`config.mk`:
```
export PLATFORM = sky130hd
export DESIGN_NAME = bip_control_unit_flat
export DESIGN_NICKNAME = d
export VERILOG_FILES = /design/src/rtl/bip_control_unit_if.sv /design/src/rtl/bip_control_unit.sv /design/src/flat_wrapper.sv
export SDC_FILE = /design/constraint.sdc
export NUM_CORES = 1
export LEC_CHECK = 0
export BUFFER_PORTS_ARGS = -buffer_cell sky130_fd_sc_hd__buf_2
export CAP_MARGIN = 25
export CORE_MARGIN = 3
export CORE_UTILIZATION = 45
export DETAILED_ROUTE_END_ITERATION = 10
export GPL_ROUTABILITY_DRIVEN = 0
export PLACE_DENSITY = 0.71
export SLEW_MARGIN = 20
export SYNTH_ARGS = -nofsm -noshare
export SYNTH_HDL_FRONTEND = slang
export SYNTH_SLANG_ARGS = --single-unit
```
`constraint.sdc`:
```
create_clock -name i_clk -period 3.6 [get_ports i_clk]
set_input_delay 0.54 -clock i_clk [delete_from_list [all_inputs] [get_ports i_clk]]
set_output_delay 0.54 -clock i_clk [all_outputs]
set_load 0.1 [all_outputs]
```
`src/rtl/bip_control_unit_if.sv`:
```
// Control unit bus: instruction/status inputs and datapath, RAM and PC control outputs.
// master = control unit side, slave = datapath/memory side.
interface bip_control_unit_if #(
  parameter int OPBTS  = 5,
  parameter int ADBTS  = 11,
  parameter int CNTBTS = 16
);
  logic [OPBTS+ADBTS-1:0] i_instr;
  logic                   i_zero;
  logic                   i_ram_rdy;
  logic                   i_resume;

  logic                   o_ir_en;
  logic [ADBTS-1:0]       o_operand;
  logic [1:0]             o_sel_A;
  logic                   o_sel_B;
  logic [2:0]             o_alu_op;
  logic                   o_w_acc;
  logic                   o_w_ram;
  logic                   o_r_ram;
  logic                   o_w_pc;
  logic                   o_pc_sel;
  logic                   o_h_flg;
  logic                   o_illegal;
  logic [CNTBTS-1:0]      o_icount;

  modport master (
    input  i_instr, i_zero, i_ram_rdy, i_resume,
    output o_ir_en, o_operand, o_sel_A, o_sel_B, o_alu_op,
    output o_w_acc, o_w_ram, o_r_ram, o_w_pc, o_pc_sel,
    output o_h_flg, o_illegal, o_icount
  );

  modport slave (
    output i_instr, i_zero, i_ram_rdy, i_resume,
    input  o_ir_en, o_operand, o_sel_A, o_sel_B, o_alu_op,
    input  o_w_acc, o_w_ram, o_r_ram, o_w_pc, o_pc_sel,
    input  o_h_flg, o_illegal, o_icount
  );
endinterface

```
`src/rtl/bip_control_unit.sv`:
```
// Multi-cycle control unit for the accumulator CPU: FETCH/EXEC/MEM_WAIT/HALT.
// Ports: i_clk, i_rst_n (sync, active-low), bus (bip_control_unit_if.master).
module bip_control_unit #(
  parameter int OPBTS  = 5,
  parameter int ADBTS  = 11,
  parameter int CNTBTS = 16
) (
  input  logic               i_clk,
  input  logic               i_rst_n,
  bip_control_unit_if.master bus
);
  localparam int IRW = OPBTS + ADBTS;

  typedef enum logic [1:0] {
    FETCH    = 2'd0,
    EXEC     = 2'd1,
    MEM_WAIT = 2'd2,
    HALT     = 2'd3
  } state_t;

  typedef struct packed {
    logic       rd;
    logic       wr;
    logic       acc;
    logic [1:0] sel_a;
    logic       sel_b;
    logic [2:0] alu;
    logic       jmp;
    logic       beq;
    logic       bne;
    logic       stop;
    logic       bad;
  } dec_t;

  state_t            state;
  state_t            state_nx;
  logic [IRW-1:0]    ir;
  logic [OPBTS-1:0]  op;
  logic              illegal_q;
  logic [CNTBTS-1:0] icount_q;
  dec_t              dec;
  logic              active;
  logic              mem;
  logic              done;

  assign op = ir[IRW-1 -: OPBTS];

  always_comb begin
    dec = '0;
    unique case (op)
      OPBTS'(0):  dec.stop = 1'b1;
      OPBTS'(1):  dec.wr = 1'b1;
      OPBTS'(2):  begin
        dec.rd  = 1'b1;
        dec.acc = 1'b1;
      end
      OPBTS'(3):  begin
        dec.acc   = 1'b1;
        dec.sel_a = 2'd1;
        dec.sel_b = 1'b1;
      end
      OPBTS'(4):  begin
        dec.rd    = 1'b1;
        dec.acc   = 1'b1;
        dec.sel_a = 2'd2;
      end
      OPBTS'(5):  begin
        dec.acc   = 1'b1;
        dec.sel_a = 2'd2;
        dec.sel_b = 1'b1;
      end
      OPBTS'(6):  begin
        dec.rd    = 1'b1;
        dec.acc   = 1'b1;
        dec.sel_a = 2'd2;
        dec.alu   = 3'd1;
      end
      OPBTS'(7):  begin
        dec.acc   = 1'b1;
        dec.sel_a = 2'd2;
        dec.sel_b = 1'b1;
        dec.alu   = 3'd1;
      end
      OPBTS'(8):  begin
        dec.acc   = 1'b1;
        dec.sel_a = 2'd2;
        dec.sel_b = 1'b1;
        dec.alu   = 3'd2;
      end
      OPBTS'(9):  begin
        dec.acc   = 1'b1;
        dec.sel_a = 2'd2;
        dec.sel_b = 1'b1;
        dec.alu   = 3'd3;
      end
      OPBTS'(10): begin
        dec.acc   = 1'b1;
        dec.sel_a = 2'd2;
        dec.sel_b = 1'b1;
        dec.alu   = 3'd4;
      end
      OPBTS'(11): dec.jmp = 1'b1;
      OPBTS'(12): dec.beq = 1'b1;
      OPBTS'(13): dec.bne = 1'b1;
      OPBTS'(14): dec = '0;
      default: begin
        dec.bad  = 1'b1;
        dec.stop = 1'b1;
      end
    endcase
  end

  assign active = (state == EXEC) || (state == MEM_WAIT);
  assign mem    = dec.rd | dec.wr;
  // done marks the retire cycle; HLT/illegal never retire
  assign done   = active && !dec.stop
               && (!mem || bus.i_ram_rdy);

  always_ff @(posedge i_clk) begin
    if (!i_rst_n) begin
      state <= FETCH;
    end else begin
      state <= state_nx;
    end
  end

  always_ff @(posedge i_clk) begin
    if (!i_rst_n) begin
      ir        <= '0;
      illegal_q <= 1'b0;
      icount_q  <= '0;
    end else begin
      if (state == FETCH) begin
        ir <= bus.i_instr;
      end
      if (state == EXEC && dec.bad) begin
        illegal_q <= 1'b1;
      end
      if (done && icount_q != '1) begin
        icount_q <= icount_q + CNTBTS'(1);
      end
    end
  end

  always_comb begin
    state_nx = state;
    unique case (state)
      FETCH: state_nx = EXEC;
      EXEC: begin
        if (dec.stop) begin
          state_nx = HALT;
        end else if (mem && !bus.i_ram_rdy) begin
          state_nx = MEM_WAIT;
        end else begin
          state_nx = FETCH;
        end
      end
      MEM_WAIT: begin
        if (bus.i_ram_rdy) begin
          state_nx = FETCH;
        end
      end
      HALT: begin
        if (bus.i_resume) begin
          state_nx = FETCH;
        end
      end
      default: state_nx = FETCH;
    endcase
  end

  // everything is forced low while reset is held, including
  // the registered flags, so a reset mid-access drops at once
  always_comb begin
    bus.o_ir_en   = 1'b0;
    bus.o_operand = '0;
    bus.o_sel_A   = 2'd0;
    bus.o_sel_B   = 1'b0;
    bus.o_alu_op  = 3'd0;
    bus.o_w_acc   = 1'b0;
    bus.o_w_ram   = 1'b0;
    bus.o_r_ram   = 1'b0;
    bus.o_w_pc    = 1'b0;
    bus.o_pc_sel  = 1'b0;
    bus.o_h_flg   = 1'b0;
    bus.o_illegal = 1'b0;
    bus.o_icount  = '0;
    if (i_rst_n) begin
      bus.o_operand = ir[ADBTS-1:0];
      bus.o_sel_A   = dec.sel_a;
      bus.o_sel_B   = dec.sel_b;
      bus.o_alu_op  = dec.alu;
      bus.o_illegal = illegal_q;
      bus.o_icount  = icount_q;
      unique case (state)
        FETCH: bus.o_ir_en = 1'b1;
        EXEC, MEM_WAIT: begin
          bus.o_r_ram  = dec.rd;
          bus.o_w_ram  = dec.wr;
          bus.o_w_pc   = done;
          bus.o_w_acc  = done & dec.acc;
          bus.o_pc_sel = dec.jmp
                       | (dec.beq & bus.i_zero)
                       | (dec.bne & ~bus.i_zero);
        end
        HALT: begin
          bus.o_h_flg = 1'b1;
          bus.o_w_pc  = bus.i_resume;
        end
        default: bus.o_ir_en = 1'b0;
      endcase
    end
  end
endmodule

```
`src/flat_wrapper.sv`:
```
// flat-port wrapper written by rule: the top's interface ports become plain ports
module bip_control_unit_flat 
#(
  parameter int OPBTS  = 5,
  parameter int ADBTS  = 11,
  parameter int CNTBTS = 16
)
  (i_clk, i_rst_n, bus_i_instr, bus_i_zero, bus_i_ram_rdy, bus_i_resume, bus_o_ir_en, bus_o_operand, bus_o_sel_A, bus_o_sel_B, bus_o_alu_op, bus_o_w_acc, bus_o_w_ram, bus_o_r_ram, bus_o_w_pc, bus_o_pc_sel, bus_o_h_flg, bus_o_illegal, bus_o_icount);
  bip_control_unit_if #(.OPBTS(OPBTS), .ADBTS(ADBTS), .CNTBTS(CNTBTS)) bus_i ();
  input  logic i_clk;
  input  logic i_rst_n;
  input wire logic [$bits(bus_i.i_instr)-1:0] bus_i_instr;
  input wire logic [$bits(bus_i.i_zero)-1:0] bus_i_zero;
  input wire logic [$bits(bus_i.i_ram_rdy)-1:0] bus_i_ram_rdy;
  input wire logic [$bits(bus_i.i_resume)-1:0] bus_i_resume;
  output wire logic [$bits(bus_i.o_ir_en)-1:0] bus_o_ir_en;
  output wire logic [$bits(bus_i.o_operand)-1:0] bus_o_operand;
  output wire logic [$bits(bus_i.o_sel_A)-1:0] bus_o_sel_A;
  output wire logic [$bits(bus_i.o_sel_B)-1:0] bus_o_sel_B;
  output wire logic [$bits(bus_i.o_alu_op)-1:0] bus_o_alu_op;
  output wire logic [$bits(bus_i.o_w_acc)-1:0] bus_o_w_acc;
  output wire logic [$bits(bus_i.o_w_ram)-1:0] bus_o_w_ram;
  output wire logic [$bits(bus_i.o_r_ram)-1:0] bus_o_r_ram;
  output wire logic [$bits(bus_i.o_w_pc)-1:0] bus_o_w_pc;
  output wire logic [$bits(bus_i.o_pc_sel)-1:0] bus_o_pc_sel;
  output wire logic [$bits(bus_i.o_h_flg)-1:0] bus_o_h_flg;
  output wire logic [$bits(bus_i.o_illegal)-1:0] bus_o_illegal;
  output wire logic [$bits(bus_i.o_icount)-1:0] bus_o_icount;
  assign bus_i.i_instr = bus_i_instr;
  assign bus_i.i_zero = bus_i_zero;
  assign bus_i.i_ram_rdy = bus_i_ram_rdy;
  assign bus_i.i_resume = bus_i_resume;
  assign bus_o_ir_en = bus_i.o_ir_en;
  assign bus_o_operand = bus_i.o_operand;
  assign bus_o_sel_A = bus_i.o_sel_A;
  assign bus_o_sel_B = bus_i.o_sel_B;
  assign bus_o_alu_op = bus_i.o_alu_op;
  assign bus_o_w_acc = bus_i.o_w_acc;
  assign bus_o_w_ram = bus_i.o_w_ram;
  assign bus_o_r_ram = bus_i.o_r_ram;
  assign bus_o_w_pc = bus_i.o_w_pc;
  assign bus_o_pc_sel = bus_i.o_pc_sel;
  assign bus_o_h_flg = bus_i.o_h_flg;
  assign bus_o_illegal = bus_i.o_illegal;
  assign bus_o_icount = bus_i.o_icount;
  bip_control_unit #(.OPBTS(OPBTS), .ADBTS(ADBTS), .CNTBTS(CNTBTS)) u_core (.i_clk(i_clk), .i_rst_n(i_rst_n), .bus(bus_i));
endmodule
```
==> results.json <==
{
  "hold_viol": 0,
  "grt_pass1_wl_um": 7910,
  "grt_overflow": 0,
  "grtUsageTotal_pct": 17.5,
  "synth_area_per_cell_um2": 8.79,
  "drt-total-wl_um": 4740,
  "ys_async_sr_fraction_pct": 0,
  "tightest_slew_ns": 0.855,
  "port_buffers": 61,
  "drive_above_1_share_pct": 29.6,
  "slew-limit-headroom_pct": 43.0,
  "cts.sinks": 35,
  "cts.repair.resized": 0,
  "start_util_pct": 48.0,
  "final_cell_mix": "buf_2 (61), dfxtp_1 (35), nor2b_1 (33), and2_1 (32), mux2i_1 (16)",
  "fmaxAchievable_mhz": 346,
  "finalClockSkew_ns": 0.00683,
  "worst-path-buf-inv": 1,
  "cp_max_fo": 20,
  "numCtsBuffers": 5,
  "place_area_um2": 2470,
  "num_rows": 24,
  "syn-instance-count": 246,
  "ys_types": 39,
  "rsz0062_at_grt": "no",
  "crit_type": "reg -> out",
  "p_leak_nw": 1.18,
  "clockBufferDepth": 2,
  "ant_nets": 0,
  "dpl.hpwl_um": 3410,
  "status": "finished clean",
  "final_common_cell": "buf_2",
  "slowest_delay_ns": 0.63,
  "syn-num-nets": 273,
  "cts_tree": "done",
  "drtPass1Iterations": 4,
  "die_h_um": 75.3,
  "die_w_um": 75.3,
  "dr_total_vias": 1893,
  "fin_nets": 327,
  "slowest_stage": "dfxtp_1",
  "period_needed_ns": 2.89,
  "arrival_ns": 2.35,
  "seq_area_frac_synth_pct": 32.4,
  "layout_setup_ws_ns": 0.712,
  "coreArea_um2": 4500,
  "start_kind": "flop",
  "drc_errors": 0,
  "hold_buffers": 0,
  "post_drt_wl_per_cell_um": 13.4,
  "hold_slack_ns": 0.508,
  "path_cells": "or2_2 > o2111ai_2 > a21oi_1 > buf_2",
  "htree_levels": 2,
  "p_per_area_nw_per_um2": 556,
  "synthToLayoutAreaGrowth_pct": 19.3,
  "grt_max_degree": 41,
  "ys_warn_count": 0,
  "ioPinCount": 62,
  "first_iter_violations": 115,
  "insertion_delay_ns": 0.28,
  "design_area_um2": 2580,
  "maxCapViolations": 0,
  "tns_ns": 0,
  "fin_crit_sh_pct": 80.2,
  "synth_edf_count": 0,
  "post_cts_buffers": 0,
  "synth-seq-cells": 35,
  "critPathTopFamily": "compound AO/OA/AOI/OAI gates",
  "die_area_um2": 5670,
  "clock-root-buffer": "clkbuf_8",
  "synth_flop_cell": "dfxtp_1",
  "synthesis.area_um2": 2160,
  "antenna_found_initial": 0,
  "critical_path.endpoint_type": "primary output",
  "antenna_cells": 0,
  "post-place-ws_ns": 0.841,
  "clk_pin_slew_ns": 0.07,
  "ir_worst_vdd_v": 0.000218,
  "grt_pass1_vias": 1788,
  "hold_path_class": "in -> reg",
  "required_ns": 3.06,
  "setup_violations": 0,
  "drv_slew": 0,
  "viasPerCell": 5.36
}
## logic make-up (layout without fill, tap and decap cells)
family | Yosys count | after routing | synth area share, %
AO/OA/AOI/OAI | 23 | 23 | 8.39
buffers and inverters | 24 | 79 | 5.61
adder cells (fa/ha/maj) | 6 | 6 | 3.47
flip-flops | 35 | 35 | 32.4
AND/OR/NAND/NOR | 129 | 129 | 35.9
multiplexers | 29 | 29 | 14.2
## worst register-to-register path: stages, from the launching register on
cell	delay, ns
dfxtp_1	0.63
or2_2	0.23
o2111ai_2	0.47
nor4_1	0.48
mux2_1	0.36
## power breakdown
part | internal [mW] | total, mW | switching (mW)
sequential | 0.439 | 0.498 | 0.0590
clock | 0.174 | 0.315 | 0.141
combinational | 0.189 | 0.622 | 0.433
## sequential cells by signal (all words and copies together) (netlist names)
signal	count
u_core.ir	16
u_core.illegal_q	1
u_core.icount_q	16
u_core.state	2
## routing by layer
layer / wire, um / vias up / GRT usage (%)
met1: 2190 / 867 / 21.5
li1: - / 966 / -
met2: 2270 / 58 / 30.5
met4: 27 / 0 / 4.66
met5: 0 / - / 0
met3: 258 / 2 / 4.35
## area by class of cell
type                    count  area [um2]
repair buffers             63         320
well taps                  52        65.1
multi-input cells         187        1360
clock inverters             1        7.51
clock buffers               7        96.3
inverters                   8        30.0
fillers                   433        1930
flip-flops and latches     35         701
## stage by stage
step | power (mW) | instances | utilization, %
after CTS | 1.45 | 353 | 57.3
after global placement | 1.12 | 345 | 54.9
final | 1.43 | 353 | 57.3
after floorplan | 1.05 | 246 | -
after detailed placement | 1.13 | 345 | 54.9
after global routing | 1.52 | 353 | 57.3
## Yosys cell counts (3+ instances only)
library cell | count | area [um2]
and4_1 | 3 | 26.3
ha_1 | 6 | 75.1
nor2b_1 | 33 | 206
nor3_1 | 15 | 75.1
nor4_1 | 6 | 37.5
nor2_1 | 6 | 22.5
nand2_1 | 9 | 33.8
buf_6 | 3 | 33.8
and2_1 | 32 | 200
dfxtp_1 | 35 | 701
mux2_1 | 5 | 56.3
nand4_1 | 10 | 62.6
clkbuf_1 | 9 | 33.8
a21oi_1 | 6 | 30.0
mux2i_1 | 16 | 160
nand2b_1 | 4 | 25.0
nand3_1 | 5 | 25.0
o21ai_0 | 5 | 25.0
inv_1 | 8 | 30.0
mux2_2 | 8 | 90.1
## path summary, 6_finish.rpt
path	slack (ns)	from	depth (start not counted)	endpoint
min reg2reg	0.51	u_core.ir[10]	2	u_core.ir[10]
min	0.51	bus_i_instr[10]	3	u_core.ir[10]
max	0.71	u_core.ir[14]	4	bus_o_w_pc
max reg2reg	1.31	u_core.ir[14]	4	u_core.icount_q[13]
No activity file was read; power rests on OpenSTA's default activity.
